--- config.mk ---
export PLATFORM = sky130hd
export DESIGN_NAME = pong_game_ctrl
export DESIGN_NICKNAME = d
export VERILOG_FILES = /design/src/rtl/pong_pkg.sv /design/src/rtl/bcd_cnt2.sv /design/src/rtl/pong_game_ctrl.sv
export SDC_FILE = /design/constraint.sdc
export NUM_CORES = 1
export LEC_CHECK = 0
export ABC_AREA = 1
export BUFFER_PORTS_ARGS = -buffer_cell sky130_fd_sc_hd__buf_2
export CORE_ASPECT_RATIO = 1.25
export CORE_UTILIZATION = 55
export CTS_BUF_LIST = sky130_fd_sc_hd__clkbuf_8
export CTS_CLUSTER_DIAMETER = 50
export DETAILED_ROUTE_END_ITERATION = 6
export HOLD_SLACK_MARGIN = 0.08
export PLACE_DENSITY = 0.81
export REMOVE_ABC_BUFFERS = 1
export SLEW_MARGIN = 0
export SYNTH_ARGS = -nofsm -noshare
export SYNTH_HDL_FRONTEND = slang
export SYNTH_SLANG_ARGS = --single-unit
--- constraint.sdc ---
create_clock -name clk -period 4.36 [get_ports clk]
set_input_delay 0.436 -clock clk [delete_from_list [all_inputs] [get_ports clk]]
set_output_delay 0.436 -clock clk [all_outputs]
set_load 0.02 [all_outputs]
--- src/rtl/pong_pkg.sv ---
// Shared types, constants and helpers for the pong match controller.
package pong_pkg;

    localparam int unsigned XY_W      = 10;
    localparam int unsigned BTN_W     = 4;
    localparam int unsigned SCORE_W   = 8;
    localparam int unsigned BIN_W     = 7;
    localparam int unsigned TIMER_W   = 7;
    localparam int unsigned REFRESH_Y = 481;

    typedef enum logic [1:0] {
        ST_NEWGAME = 2'b00,
        ST_PLAY    = 2'b01,
        ST_NEWBALL = 2'b10,
        ST_OVER    = 2'b11
    } state_t;

    // Two-digit BCD score to binary (00..99 -> 0..99).
    function automatic logic [BIN_W-1:0] bcd2bin(input logic [SCORE_W-1:0] bcd);
        return BIN_W'(bcd[7:4]) * BIN_W'(10) + BIN_W'(bcd[3:0]);
    endfunction

endpackage

--- src/rtl/bcd_cnt2.sv ---
// Two-digit BCD score counter, saturating at 99, with synchronous clear.
module bcd_cnt2
    import pong_pkg::*;
(
    input  logic               clk,
    input  logic               reset,
    input  logic               clr,
    input  logic               inc,
    output logic [SCORE_W-1:0] q,
    output logic [SCORE_W-1:0] q_inc_c
);

    // Value the counter would take on an increment (used for the win look-ahead).
    always_comb begin
        q_inc_c = q;
        if (q != 8'h99) begin
            if (q[3:0] == 4'd9) begin
                q_inc_c = {q[7:4] + 4'd1, 4'd0};
            end else begin
                q_inc_c = {q[7:4], q[3:0] + 4'd1};
            end
        end
    end

    // Score register: clear wins over increment.
    always_ff @(posedge clk) begin
        if (reset) begin
            q <= '0;
        end else if (clr) begin
            q <= '0;
        end else if (inc) begin
            q <= q_inc_c;
        end
    end

endmodule

--- src/rtl/pong_game_ctrl.sv ---
// Match-level pong controller: game FSM, serve pause timer, button edge detect
// and per-player BCD scores. Define PONG_DEUCE_EN to require a two-point lead.
module pong_game_ctrl
    import pong_pkg::*;
#(
    parameter int unsigned WIN_SCORE   = 11,
    parameter int unsigned PAUSE_TICKS = 120
) (
    input  logic               clk,
    input  logic               reset,
    input  logic [XY_W-1:0]    x,
    input  logic [XY_W-1:0]    y,
    input  logic [BTN_W-1:0]   btn,
    input  logic               pts_1,
    input  logic               pts_2,
    output logic               gra_still,
    output logic [SCORE_W-1:0] sc1_bcd,
    output logic [SCORE_W-1:0] sc2_bcd,
    output logic [1:0]         state,
    output logic               winner
);

    state_t               state_r, state_nxt;
    logic [TIMER_W-1:0]   timer, timer_nxt;
    logic                 winner_nxt;
    logic                 btn_d;
    logic                 tick_c, press_c;
    logic                 clr_c, inc1_c, inc2_c;
    logic                 win1_c, win2_c;
    logic [SCORE_W-1:0]   sc1_inc_c, sc2_inc_c;
    logic [BIN_W-1:0]     bin1_inc_c, bin2_inc_c, bin1_c, bin2_c;

    assign tick_c  = (y == XY_W'(REFRESH_Y)) && (x == '0);
    assign press_c = (|btn) & ~btn_d;
    assign state   = state_r;

    bcd_cnt2 u_sc1 (
        .clk     (clk),
        .reset   (reset),
        .clr     (clr_c),
        .inc     (inc1_c),
        .q       (sc1_bcd),
        .q_inc_c (sc1_inc_c)
    );

    bcd_cnt2 u_sc2 (
        .clk     (clk),
        .reset   (reset),
        .clr     (clr_c),
        .inc     (inc2_c),
        .q       (sc2_bcd),
        .q_inc_c (sc2_inc_c)
    );

    // Win look-ahead on the post-increment score.
    always_comb begin
        bin1_inc_c = bcd2bin(sc1_inc_c);
        bin2_inc_c = bcd2bin(sc2_inc_c);
        bin1_c     = bcd2bin(sc1_bcd);
        bin2_c     = bcd2bin(sc2_bcd);
`ifdef PONG_DEUCE_EN
        win1_c = (bin1_inc_c >= BIN_W'(WIN_SCORE)) && (bin1_inc_c >= bin2_c + BIN_W'(2));
        win2_c = (bin2_inc_c >= BIN_W'(WIN_SCORE)) && (bin2_inc_c >= bin1_c + BIN_W'(2));
`else
        win1_c = (bin1_inc_c == BIN_W'(WIN_SCORE));
        win2_c = (bin2_inc_c == BIN_W'(WIN_SCORE));
`endif
    end

    // Next-state, timer, winner and score-control decode.
    always_comb begin
        state_nxt  = state_r;
        timer_nxt  = timer;
        winner_nxt = winner;
        clr_c      = 1'b0;
        inc1_c     = 1'b0;
        inc2_c     = 1'b0;
        case (state_r)
            ST_NEWGAME: begin
                if (press_c) state_nxt = ST_PLAY;
            end
            ST_PLAY: begin
                if (pts_1) begin
                    inc1_c    = 1'b1;
                    timer_nxt = TIMER_W'(PAUSE_TICKS);
                    if (win1_c) begin
                        state_nxt  = ST_OVER;
                        winner_nxt = 1'b0;
                    end else begin
                        state_nxt  = ST_NEWBALL;
                    end
                end else if (pts_2) begin
                    inc2_c    = 1'b1;
                    timer_nxt = TIMER_W'(PAUSE_TICKS);
                    if (win2_c) begin
                        state_nxt  = ST_OVER;
                        winner_nxt = 1'b1;
                    end else begin
                        state_nxt  = ST_NEWBALL;
                    end
                end
            end
            ST_NEWBALL: begin
                if (timer == '0) begin
                    if (press_c) state_nxt = ST_PLAY;
                end else if (tick_c) begin
                    timer_nxt = timer - TIMER_W'(1);
                end
            end
            ST_OVER: begin
                if (timer == '0) begin
                    state_nxt = ST_NEWGAME;
                    clr_c     = 1'b1;
                end else if (tick_c) begin
                    timer_nxt = timer - TIMER_W'(1);
                end
            end
            default: state_nxt = ST_NEWGAME;
        endcase
    end

    // State and registered outputs.
    always_ff @(posedge clk) begin
        if (reset) begin
            state_r   <= ST_NEWGAME;
            gra_still <= 1'b1;
            winner    <= 1'b0;
            timer     <= '0;
            btn_d     <= 1'b0;
        end else begin
            state_r   <= state_nxt;
            gra_still <= (state_nxt != ST_PLAY);
            winner    <= winner_nxt;
            timer     <= timer_nxt;
            btn_d     <= |btn;
        end
    end

endmodule

Word level (Yosys, flattened, before mapping)
Cells that the tools add are included.
{"block": "totals", "ff_bits": 28, "latch_bits": 0, "ram_bits": 0, "romBits": 0, "input_bits": 28, "out_inout_bits": 20, "elab_cells": 73, "n_memories": 0}
{"block": "op_classes", "n_addsub": 7, "multipliers": 2, "div": 0, "n_lt_le_gt_ge": 0, "eq_ne": 15, "n_shift": 0, "n_mux": 28, "n_bitwise": 2, "n_reduce_logical": 12}
{"op": "two-way mux 8 bit", "count": 4}
{"op": "two-way mux 7 bit", "count": 4}
{"op": "adder 4 x 1 -> 4 bit (second input constant)", "count": 4}
{"op": "!= test 8 bit (second input constant)", "count": 2}
{"op": "adder 7 x 4 -> 7 bit", "count": 2}
{"op": "equality test 7 x 4 -> 1 bit (second input constant)", "count": 2}
{"op": "one-hot mux 7 bit (2 select lines)", "count": 1}
{"op": "two-way mux 1 bit", "count": 13}
{"op": "multiplier 4 x 3 -> 6 bit (second input constant)", "count": 2}
{"op": "equality test 10 x 9 -> 1 bit (second input constant)", "count": 1}
{"op": "logical NOT 10 bit", "count": 1}
{"op": "two-way mux 2 bit", "count": 5}
{"op": "equality test 4 bit (second input constant)", "count": 2}
{"op": "one-hot mux 2 bit (4 select lines)", "count": 1}
{"op": "AND reduction 4 bit", "count": 2}
{"op": "logical NOT 7 bit", "count": 1}
{"op": "subtractor 7 x 1 -> 7 bit (second input constant)", "count": 1}
{"op": "!= test 2 x 1 -> 1 bit (second input constant)", "count": 3}
{"op": "nonzero test 2 bit", "count": 3}
{"op": "equality test 2 bit (second input constant)", "count": 2}
{"op": "OR reduction 2 bit", "count": 2}
{"op": "OR reduction 4 bit", "count": 1}
{"op": "!= test 3 bit (second input constant)", "count": 1}
{"op": "equality test 2 x 1 -> 1 bit (second input constant)", "count": 1}
{"op": "other kinds (5)", "count": 5}

Depth between registers and ports, before layout
Gate-level depths: netlist of run 1.
{"block": "logic_depth", "depth_word": 11, "depth_mapped": 25, "depth_no_buf": 25}

Modules after synthesis
Synthesis of run 1 repeated with hierarchy kept, for this count alone.
{"block": "hier_totals", "hier_cells": 386, "hier_area_um2": 2452.4}
{"module": "pong_game_ctrl", "instances": 1, "cells_each": 204, "area_each_um2": 1321.3, "seq_area_each_um2": 240.2}
{"module": "bcd_cnt2", "instances": 2, "cells_each": 91, "area_each_um2": 565.5, "seq_area_each_um2": 160.2}

Worst setup path after synthesis of run 1
Ideal clock, no wire load.
{"block": "synth_timing", "path_kind": "register to register", "start": "register u_sc1.q[0]", "end": "register gra_still", "setup_ns": 0.129, "arrival_time_ns": 3.133, "t_required_ns": 4.231, "path_slack_ns": 1.097, "path_stages_with_launch": 17, "n_path_buf": 0, "period_less_slack_ns": 3.263, "path_cell_list": "dfxtp_1 > ha_1 > nand3_2 > clkinv_2 > nand2_1 > o21ai_0 > ha_1 > ha_1 > fa_1 > inv_1 > xor2_1 > nor2_1 > nand2_1 > nor2_1 > nand3_1 > o211ai_1 > nand3_1"}
{"block": "synth_via", "elab_chain_cells": 10, "elab_cells_between_ends": 12, "classes_between": "2 x add/sub; 1 x mul; 4 x eq/ne; 5 x mux"}
{"item": "from (decl)", "line": "bcd_cnt2.sv:9", "source": "output logic [SCORE_W-1:0] q,"}
{"item": "from (signal assigned)", "line": "bcd_cnt2.sv:32", "source": "q <= q_inc_c;"}
{"item": "equality test 4 bit", "line": "bcd_cnt2.sv:17", "source": "if (q[3:0] == 4'd9) begin"}
{"item": "two-way mux 8 bit", "line": "bcd_cnt2.sv:17"}
{"item": "two-way mux 8 bit *", "line": "bcd_cnt2.sv:16", "source": "if (q != 8'h99) begin"}
{"item": "via sc1_inc_c[5]", "line": "pong_game_ctrl.sv:30", "source": "logic [SCORE_W-1:0] sc1_inc_c, sc2_inc_c;"}
{"item": "multiplier 4 x 3 -> 6 bit *", "line": "pong_pkg.sv:20", "source": "return BIN_W'(bcd[7:4]) * BIN_W'(10) + BIN_W'(bcd[3:0]);"}
{"item": "adder 7 x 4 -> 7 bit *", "line": "pong_pkg.sv:20"}
{"item": "equality test 7 x 4 -> 1 bit *", "line": "pong_game_ctrl.sv:65", "source": "win1_c = (bin1_inc_c == BIN_W'(WIN_SCORE));"}
{"item": "two-way mux 1 bit *", "line": "pong_game_ctrl.sv:86", "source": "if (win1_c) begin"}
{"item": "two-way mux 2 bit *", "line": "pong_game_ctrl.sv:83", "source": "if (pts_1) begin"}
{"item": "one-hot mux 2 bit (4 select lines) *", "line": "pong_game_ctrl.sv:78", "source": "case (state_r)"}
{"item": "!= test 2 x 1 -> 1 bit *", "line": "pong_game_ctrl.sv:132", "source": "gra_still <= (state_nxt != ST_PLAY);"}
{"item": "to (signal assigned)", "line": "pong_game_ctrl.sv:132"}
{"item": "to (decl)", "line": "pong_game_ctrl.sv:16", "source": "output logic gra_still,"}
The timed path passes the listed nets; every way through them passes the cells marked *.
A chain may end at the register's enable or synchronous reset.

Worst setup path after layout of run 1
Same ends and word-level chain as after synthesis.

==> impl_metrics.ini, run 1 <==
[status]
status = finished, final reports clean

[power]
p_seq_share_pct = 44.7
irDropWorstVdd_v = 0.000135
swShare_pct = 34.8
p_leak_nw = 1.26
combPwrFrac_pct = 31.0
p_switching_mw = 0.233
p_int_mw = 0.437
total_power_mw = 0.670
pwr_density_cell_nw_per_um2 = 262
clkPwrFrac_pct = 24.3

[finish]
layout_commonest_cell = nand2_1
stdcell_area_sq_um = 2560
layout.nets = 427
final_cell_mix = nand2_1, buf_2, inv_1
num-fill-cells = 372
drive_gt1_share_pct = 19.6
final_core_util_pct = 67.1
syn2layout_area_growth_pct = 16.0
final_cells = 427
n_antenna_cell = 0

[setup_path]
critPathMaxStageDelay_ns = 0.51
r2r_end = gra_still$_SDFF_PP1_
crit_path_end_kind = flop
critical_path_class = reg2reg
cp-start-kind = flop
r2r_cells = 16
regToRegSetupSlack_ns = 0.94
crit_slowest_cell = fa_1
crit_top_cell = ha_1
r2r_start = u_sc1.q[0]$_SDFFE_PP0P_
crit_path_cell_trace = ha_1, nand3_2, clkinv_2, nand2_1, o21ai_0, ha_1, ha_1, fa_1, inv_1, xor2_1, nor2_1, nand2_1, nor2_1, nand3_1, o211ai_1, nand3_1
worst-endpoint-arrival_ns = 3.58
cp.required_ns = 4.53
cp_max_fo = 9

[die]
io_pins = 48
fp.dieW_microns = 58.7
dieArea_sq_um = 4270
initial_core_util_pct = 57.8
fp.dieH_microns = 72.8
core_sq_um = 3820
fp-row-count = 25

[sta]
slew_headroom_pct = 66.8
fin_crit_sh_pct = 78.4
skew_ns = 0.00443
worst_slew_pin_slew_ns = 0.493
timing.hold.ws_ns = 0.450
tns_ns = 0
fmax_ghz = 0.293
slew_viol_final = 0
setup_ws_ns = 0.944
setup_viol = 0
rsz0062_at_grt = no
hold_violations = 0
layout_min_cycle_time_ns = 3.42

[global_routing]
grt_pass1_wl_microns = 8140
grt_pass1_vias = 1955
met2_usage_pct = 44.3
grt_max_degree = 16
busiest_layer = met2
grt_overflow_total = 0
met3_usage_pct = 2.84
grtUsageTotal_pct = 24.2
grt_antenna_before_repair = 0
met1_usage_pct = 29.8

[placed_design]
routabilityCongestion = 0.828
dpl.hpwl_microns = 3890
placed_cell_area_sq_um = 2510
dp_cells = 423
port_buffers = 47
dp_slack_ns = 0.967

[synthesis]
yosys_most_used_dff = dfxtp_1
synthTopCellsByArea = dfxtp_1, nand2_1, ha_1
yosys.cell_types.count = 36
async_flop_share_pct = 0
avgSynthCellArea_sq_um = 6.83
synth_seq_cells = 28
synth_area_leader_cell = dfxtp_1
synth.yosys.seq_area_share_pct = 25.4
syn_area_sq_um = 2210
netlist.area_leader.share_pct = 25.4
yosys_warnings = 0
synth_cells = 323
synth_edf_count = 0

[route]
routedWlPerCell_microns = 11.1
drt_iter0_drc = 104
drt_wl_total_microns = 4730
drtAntennaViolNets = 0
via_count = 2151
viasPerCell = 5.04
dr.pass1.iters = 4
post-route-drc-count = 0

[worst_hold_path]
hp-start = btn[0]
hold_path_class = in2reg
hold_path_depth = 5
holdPathEnd = btn_d$_SDFF_PP0_

[clocking]
cts_buffers = 3
clk_path_buf_depth = 2
insertion_delay_ns = 0.28
clkTransAtPathRegs_ns = 0.09
cts_tree = done
holdBufCountCts = 0
post_cts_resize_count = 0
cts_setup_buffers = 0
cts_sinks = 28
htreeDepth = 1
ctsRootBufferMaster = clkbuf_8

[job]
maxCapViolCount = 0
## synth_stat cells (5+ instances only)
cell      instances
a211oi_1          5
a21oi_1          22
dfxtp_1          28
ha_1             21
inv_1            41
nand2_1          73
nand2_2           7
nand3_1          20
nor2_1           36
o21ai_0          14
xnor2_1           5
xor2_1            7
## worst max path at each step
stage	startpoint	endpoint	slack [ns]	depth (start not counted)
final	u_sc1.q[0]$_SDFFE_PP0P_	gra_still$_SDFF_PP1_	0.94	16
after global routing	u_sc1.q[0]$_SDFFE_PP0P_	gra_still$_SDFF_PP1_	0.68	16
after CTS	u_sc1.q[0]$_SDFFE_PP0P_	gra_still$_SDFF_PP1_	0.96	16
after detailed placement	u_sc1.q[0]$_SDFFE_PP0P_	gra_still$_SDFF_PP1_	0.97	16
after global placement	u_sc1.q[5]$_SDFFE_PP0P_	gra_still$_SDFF_PP1_	1.08	16
after floorplan	u_sc1.q[0]$_SDFFE_PP0P_	gra_still$_SDFF_PP1_	1.10	16
## power groups by stage
stage | combinational, mW | clock, mW | sequential (mW)
3_3_place_gp | 0.204 | 0 | 0.305
4_1_cts | 0.209 | 0.170 | 0.299
3_5_place_dp | 0.208 | 0 | 0.305
2_1_floorplan | 0.134 | 0 | 0.319
6_report | 0.208 | 0.163 | 0.300
5_1_grt | 0.239 | 0.178 | 0.304
## layout make-up
cell class | count | area [sq um] | area share (%)
inverters | 45 | 170 | 6.64
multi-input cells | 248 | 1470 | 57.2
clock buffers | 4 | 55.1 | 2.15
repair buffers | 48 | 243 | 9.48
well taps | 54 | 67.6 | 2.64
flip-flops and latches | 28 | 561 | 21.9
## per-layer routing
metal / up-vias / share of wire [%]
li1: 1152 / -
met1: 966 / 45
met2: 26 / 51
met3: 7 / 2.9
met4: 0 / 1.1
met5: - / 0
## sequential cells by signal, summed over array words and instances (netlist names)
name       count
winner         1
btn_d          1
u_sc2.q        8
gra_still      1
timer          7
state          2
u_sc1.q        8
## worst max-delay path: cells and delay by family (launching register included)
family / cells / cell delay [ns]
adders and majority gates: 4 / 1.25
and+or+nand+nor: 7 / 0.65
AOI/OAI and AO/OA: 2 / 0.64
DFF: 1 / 0.45
buffers and inverters: 2 / 0.17
xor gates and xnor gates: 1 / 0.15
## cells by family after synthesis
logic type                 Yosys count  share of synthesized area (%)
AOI/OAI and AO/OA                   51                           13.0
DFF                                 28                           25.4
and+or+nand+nor                    160                           33.1
adders and majority gates           25                           15.5
buffers and inverters               47                           8.22
xor gates and xnor gates            12                           4.76
Power figures use the tool's default switching activity.
==> run 2, diff against run 1 <==
ABC_AREA = 0   (was 1)
CORE_UTILIZATION = 51   (was 55)
PLACE_DENSITY = 0.79   (was 0.81)
clock period = 3 ns   (was 4.36 ns; I/O delays follow)
==> run 2 against run 1 <==
The run now ends with setup timing left. Total power up 37%. Count of clock-buffer cells in the layout down 1. First-iteration DRC count up 3.8%. Via count up 4.2%. Sequential cell count unchanged. Global-route usage up 5.4 points. Clock power up 88%. Synthesized area down 5.1%.
==> impl_metrics.ini, run 2 <==
[placed_design]
port_buffers = 47
routabilityCongestion = 0.840
dpl.hpwl_microns = 4030
dp_cells = 388

[global_routing]
met3_usage_pct = 1.94
grt_pass1_vias = 2147
grtUsageTotal_pct = 29.7
met2_usage_pct = 51.7
grt_pass1_wl_microns = 9910
grt_overflow_total = 0
grt_antenna_before_repair = 0
met1_usage_pct = 37.9
grt_max_degree = 17
busiest_layer = met2

[setup_path]
cp-endpoint = gra_still$_SDFF_PP1_
crit_slowest_cell = fa_2
cp-start-kind = flop
worst-endpoint-arrival_ns = 3.64
crit_path_end_kind = flop
crit_path_cell_trace = inv_2, ha_4, and3b_2, nor2_4, buf_6, buf_6, xor2_4, ha_4, ha_4, fa_2, buf_4, buf_4, nand2b_1, a21oi_2, o211ai_1, mux2i_1, o21ai_1, a31o_2
critPathMaxStageDelay_ns = 0.46
critical_path_class = reg2reg
crit_top_cell = ha_4
r2r_cells = 18
cp_max_fo = 3
crit_buf_inv = 5
cp.required_ns = 3.19
regToRegSetupSlack_ns = -0.46
startpoint = u_sc1.q[5]$_SDFFE_PP0P_
worst-path-stages = 18
r2r_end = gra_still$_SDFF_PP1_
r2r_start = u_sc1.q[5]$_SDFFE_PP0P_
crit_family = adder cells

[synthesis]
avgSynthCellArea_sq_um = 8.25
synth_seq_cells = 28
synthTopCellsByCount = nand2_1, dfxtp_1, a21oi_1, nor2_1, ha_1
async_flop_share_pct = 0
yosys_most_used_dff = dfxtp_1
yosys.cell_types.count = 43
synthTopCellsByArea = dfxtp_1, ha_1, a21oi_1
yosysMostFrequentCell = nand2_1
yosys_warnings = 0
synth_edf_count = 0
synth_area_leader_cell = dfxtp_1
syn_area_sq_um = 2090
synth_cells = 254
netlist.area_leader.share_pct = 26.8
synth.yosys.seq_area_share_pct = 26.8

[die]
fp.dieH_microns = 73.7
initial_core_util_pct = 54.4
dieArea_sq_um = 4370
core_sq_um = 3850
fp-row-count = 25
fp.dieW_microns = 59.3
io_pins = 48

[clocking]
holdBufCountCts = 0
clk_path_buf_depth = 2
cts_sinks = 28
clkTransAtPathRegs_ns = 0.10
insertion_delay_ns = 0.28
ctsRootBufferMaster = clkbuf_8
cts_buffers = 3
htreeDepth = 1
cts_tree = done

[sta]
fmax_ghz = 0.289
slew_headroom_pct = 63.2
slew_viol_final = 0
skew_ns = 0.00633
tns_ns = -1.32
worst_slew_pin_slew_ns = 0.547
setup_ws_ns = -0.457
layout_min_cycle_time_ns = 3.46
hold_violations = 0
fin_crit_sh_pct = 115
rsz0062_at_grt = yes
setup_viol = 3

[job]
maxCapViolCount = 0

[route]
dr.pass1.iters = 7
drt_wl_total_microns = 6380
post-route-drc-count = 0
routedWlPerCell_microns = 16.1
viasPerCell = 5.65
via_count = 2242
drt_iter0_drc = 108
drtAntennaViolNets = 0

[finish]
layout.nets = 397
syn2layout_area_growth_pct = 40.7
final_cells = 397
top_regs = u_sc1.q x8, u_sc2.q x8, timer x7
final_cell_mix = buf_2, buf_4, nand2_1
drive_gt1_share_pct = 37.6
layout_commonest_cell = buf_2
n_antenna_cell = 0

[status]
status = complete, but fails checks
failed_checks = setup timing

[worst_hold_path]
hold_path_class = in2reg

[power]
irDropWorstVdd_v = 0.000305
pwr_density_cell_nw_per_um2 = 312
p_leak_nw = 1.36
[run 2: cell types whose count changed after synthesis, sizes merged, moves of 4 or more]
cell / before / now
inv: 43 / 9
and3b: 0 / 5
or2: 5 / 1
nand2: 80 / 30
o21ai: 15 / 10
nor2: 40 / 26
nor3: 3 / 7
xnor2: 5 / 11
nand3: 21 / 12
xor2: 7 / 12
[run 2: metal layers]
metal  wire, microns  up-vias  share of wire, %
met4             170        0               2.7
met3             369       20               5.8
li1                -     1075                 -
met1            2460     1064                38
met2            3390       83                53
met5               0        -                 0
[run 2: cells by family (layout without fill, tap and decap cells)]
family          Yosys count  in the layout  share of synthesized area (%)
buf+inv                  16            105                           3.11
mux                       5              5                           2.57
xor+xnor                 23             23                           9.62
simple gates            105            105                           26.2
compound gates           52             52                           15.4
flops                    28             28                           26.8
fa+ha+maj                25             25                           16.4
[run 2: stage by stage]
stage	total power [mW]	worst slack, ns	cell area (sq um)	util, %	hold slack [ns]
6_report	0.921	-0.457	2950	76.6	0.239
5_1_grt	0.953	-0.515	2950	76.6	0.267
4_1_cts	0.909	-0.304	2900	75.3	0.239
3_5_place_dp	0.597	-0.479	2670	69.3	0.520
3_3_place_gp	0.594	-0.369	2670	69.3	0.507
2_1_floorplan	0.520	-0.768	2060	-	0.369
[run 2: final cells by class]
class | instances | area, sq um
Multi-Input combinational cell | 210 | 1630
Fill cell | 268 | 900
Timing Repair Buffer | 92 | 581
Sequential cell | 28 | 566
Tap cell | 54 | 67.6
Clock buffer | 3 | 41.3
Inverter | 9 | 33.8
Clock inverter | 1 | 30.0
[run 2: worst min-delay path by stage]
| stage | start | end | slack [ns] | cells past startpoint |
|---|---|---|---|---|
| after CTS | btn[2] | btn_d$_SDFF_PP0_ | 0.24 | 3 |
| after global routing | btn[3] | btn_d$_SDFF_PP0_ | 0.27 | 3 |
| after floorplan | reset | state[1]$_SDFF_PP0_ | 0.37 | 1 |
| after detailed placement | u_sc2.q[6]$_SDFFE_PP0P_ | u_sc2.q[6]$_SDFFE_PP0P_ | 0.52 | 2 |
| after global placement | u_sc2.q[6]$_SDFFE_PP0P_ | u_sc2.q[6]$_SDFFE_PP0P_ | 0.51 | 2 |
| final | btn[2] | btn_d$_SDFF_PP0_ | 0.24 | 3 |
[run 2: worst min-delay path, stage by stage]
cell	delay, ns
buf_2	0.08
nor4_1	0.05
nor2_1	0.07
[run 2: power by group]
group	internal (mW)	switching [mW]
Sequential	0.392	0.0177
Combinational	0.0840	0.120
Clock	0.179	0.128
Total	0.655	0.266
[run 2: what timing repair did]
item / CTS / global route
setup endpoints to repair: 3 / 3
buffers inserted: 4 / 1
pin swaps: 15 / 4
gates resized for setup: 25 / 9
==> run 3, diff against run 2 <==
CELL_PAD_IN_SITES_DETAIL_PLACEMENT = 1   (was unset)
CELL_PAD_IN_SITES_GLOBAL_PLACEMENT = 1   (was unset)
CORE_UTILIZATION = 37   (was 51)
PLACE_DENSITY = unset   (was 0.79)
PLACE_DENSITY_LB_ADDON = 0.1   (was unset)
==> run 3 against run 2 <==
The flow still finishes with violations (setup timing). Total power up 1.2%. Highest routed layer unchanged. Final cell count increased by 5.0%. Maximum frequency is 1.9% higher. Utilization shrank 22 points. Clock power is 2% higher. Die area increased by 37%. Cell area up 1.4%. First-iteration DRC count shrank 56%. Critical path depth down 3. Non-clock buffer count grew 10. Wire length increased by 6.1%. Largest power group unchanged. Combinational power up 2%.
==> impl_metrics.ini, run 3 (synthesis gave the netlist of run 2 again) <==
[status]
status = complete, but fails checks
failed_checks = setup timing

[route]
drt_iter0_drc = 48
via_count = 2228
drtAntennaViolNets = 0
dr.pass1.iters = 4
viasPerCell = 5.34
post-route-drc-count = 0
drt_wl_total_microns = 6780
routedWlPerCell_microns = 16.2

[sta]
worst_slew_pin_slew_ns = 0.497
slew_viol_final = 0
setup_ws_ns = -0.393
slew_headroom_pct = 66.5
hold_violations = 0
timing.hold.ws_ns = 0.273
setup_viol = 3
rsz0062_at_grt = yes
layout_min_cycle_time_ns = 3.39
fmax_ghz = 0.295
fin_crit_sh_pct = 113
skew_ns = 0.00705

[placed_design]
dp_slack_ns = -0.620
port_buffers = 47
dpl.hpwl_microns = 4880
routabilityCongestion = 0.893

[setup_path]
cp-start-kind = flop
worst-endpoint-arrival_ns = 3.59
regToRegSetupSlack_ns = -0.39
r2r_cells = 15
crit_slowest_cell = fa_2
critPathMaxStageDelay_ns = 0.55
r2r_end = state[0]$_SDFF_PP0_
crit_top_cell = ha_4
crit_path_cell_trace = inv_2, ha_4, nand3b_1, nor2_4, nor2_2, a21oi_2, ha_1, ha_4, fa_2, nand3_1, a2111oi_4, o211ai_1, mux2i_1, o21ai_1, a311oi_1
crit_path_end_kind = flop
r2r_start = u_sc1.q[1]$_SDFFE_PP0P_
cp.required_ns = 3.20
cp_max_fo = 4
critical_path_class = reg2reg

[power]
p_leak_nw = 1.40
irDropWorstVdd_v = 0.000253
total_power_mw = 0.932
pwr_density_cell_nw_per_um2 = 312

[clocking]
clkTransAtPathRegs_ns = 0.11
cts_buffers = 3
htreeDepth = 1
cts_tree = done
holdBufCountCts = 0
ctsRootBufferMaster = clkbuf_8
cts_sinks = 28
clk_path_buf_depth = 2
insertion_delay_ns = 0.29

[finish]
seq_area_sq_um = 564
drive_gt1_share_pct = 38.2
n_antenna_cell = 0
syn2layout_area_growth_pct = 42.7
layout_commonest_cell = buf_4
num-fill-cells = 694
multi_input_area_sq_um = 1580
layout.nets = 407
top_regs = u_sc1.q x8, u_sc2.q x8, timer x7
final_cell_mix = buf_4, buf_2, nand2_1

[job]
maxCapViolCount = 0

[die]
core_sq_um = 5440
fp.dieH_microns = 86.1
initial_core_util_pct = 38.5
dieArea_sq_um = 5970
fp.dieW_microns = 69.3
io_pins = 48
fp-row-count = 30

[global_routing]
grt_antenna_before_repair = 0
grtUsageTotal_pct = 22.3
grt_max_degree = 17
grt_pass1_wl_microns = 10700
grt_overflow_total = 0
grt_pass1_vias = 2266

[worst_hold_path]
hp-start = btn[2]
holdPathEnd = btn_d$_SDFF_PP0_
hold_path_depth = 3
hold_path_class = in2reg
## run 3: cell count changes in the layout (fill, tap and decap cells not counted), sizes merged
| cell | change |
|---|---|
| buf | +10 |
## run 3: worst max path at each step
stage | end | start | cells after the start
finish | state[0]$_SDFF_PP0_ | u_sc1.q[1]$_SDFFE_PP0P_ | 15
global route | state[0]$_SDFF_PP0_ | u_sc1.q[1]$_SDFFE_PP0P_ | 15
CTS | state[0]$_SDFF_PP0_ | u_sc1.q[5]$_SDFFE_PP0P_ | 15
detailed placement | state[0]$_SDFF_PP0_ | u_sc1.q[5]$_SDFFE_PP0P_ | 15
global placement | gra_still$_SDFF_PP1_ | u_sc1.q[5]$_SDFFE_PP0P_ | 15
floorplan | gra_still$_SDFF_PP1_ | u_sc1.q[5]$_SDFFE_PP0P_ | 15
## run 3: cell type report
cell class	count	share of cell area, %
clock buffers	3	1.38
well taps	64	2.68
clock inverters	1	1.00
flip-flops and latches	28	18.9
inverters	9	1.13
repair buffers	102	21.9
multi-input cells	210	53.0
## run 3: where the power goes
| part | switching, mW | internal [mW] | leakage [nW] |
|---|---|---|---|
| combinational | 0.122 | 0.0875 | 1.14 |
| sequential | 0.0170 | 0.392 | 0.229 |
| clock | 0.135 | 0.179 | 0.0357 |
## run 3: through the flow
stage               instance area, sq um  TNS [ns]  instances  utilization, %
floorplan                           2060     -2.24        247               -
global placement                    2730     -1.36        405            50.2
detailed placement                  2730     -1.77        405            50.2
CTS                                 2910     -1.04        414            53.5
global route                        2990     -1.64        417            54.9
finish                              2990     -1.12        417            54.9
## run 3: repair_timing
| item | in CTS | in global routing |
|---|---|---|
| setup buffers | 5 | 3 |
| pin swaps | 11 | 5 |
| gates resized for setup | 20 | 8 |
| setup endpoints to repair | 3 | 3 |
## run 3: per-layer routing
layer  track usage (%)  up-vias  routed length (microns)
li1                  -     1091                        -
met1              24.8     1075                     2690
met2              42.7       48                     3670
met3              2.47       14                      173
met4              9.28        0                      246
met5                 0        -                        0
## run 3: worst max-delay path, delay by kind of cell, from the launching register on
kind	cells	cell delay (ns)
AOI/OAI and AO/OA	5	0.96
adders and majority gates	4	1.13
buffers and inverters	1	0.08
DFF	1	0.35
muxes	1	0.20
and+or+nand+nor	4	0.59
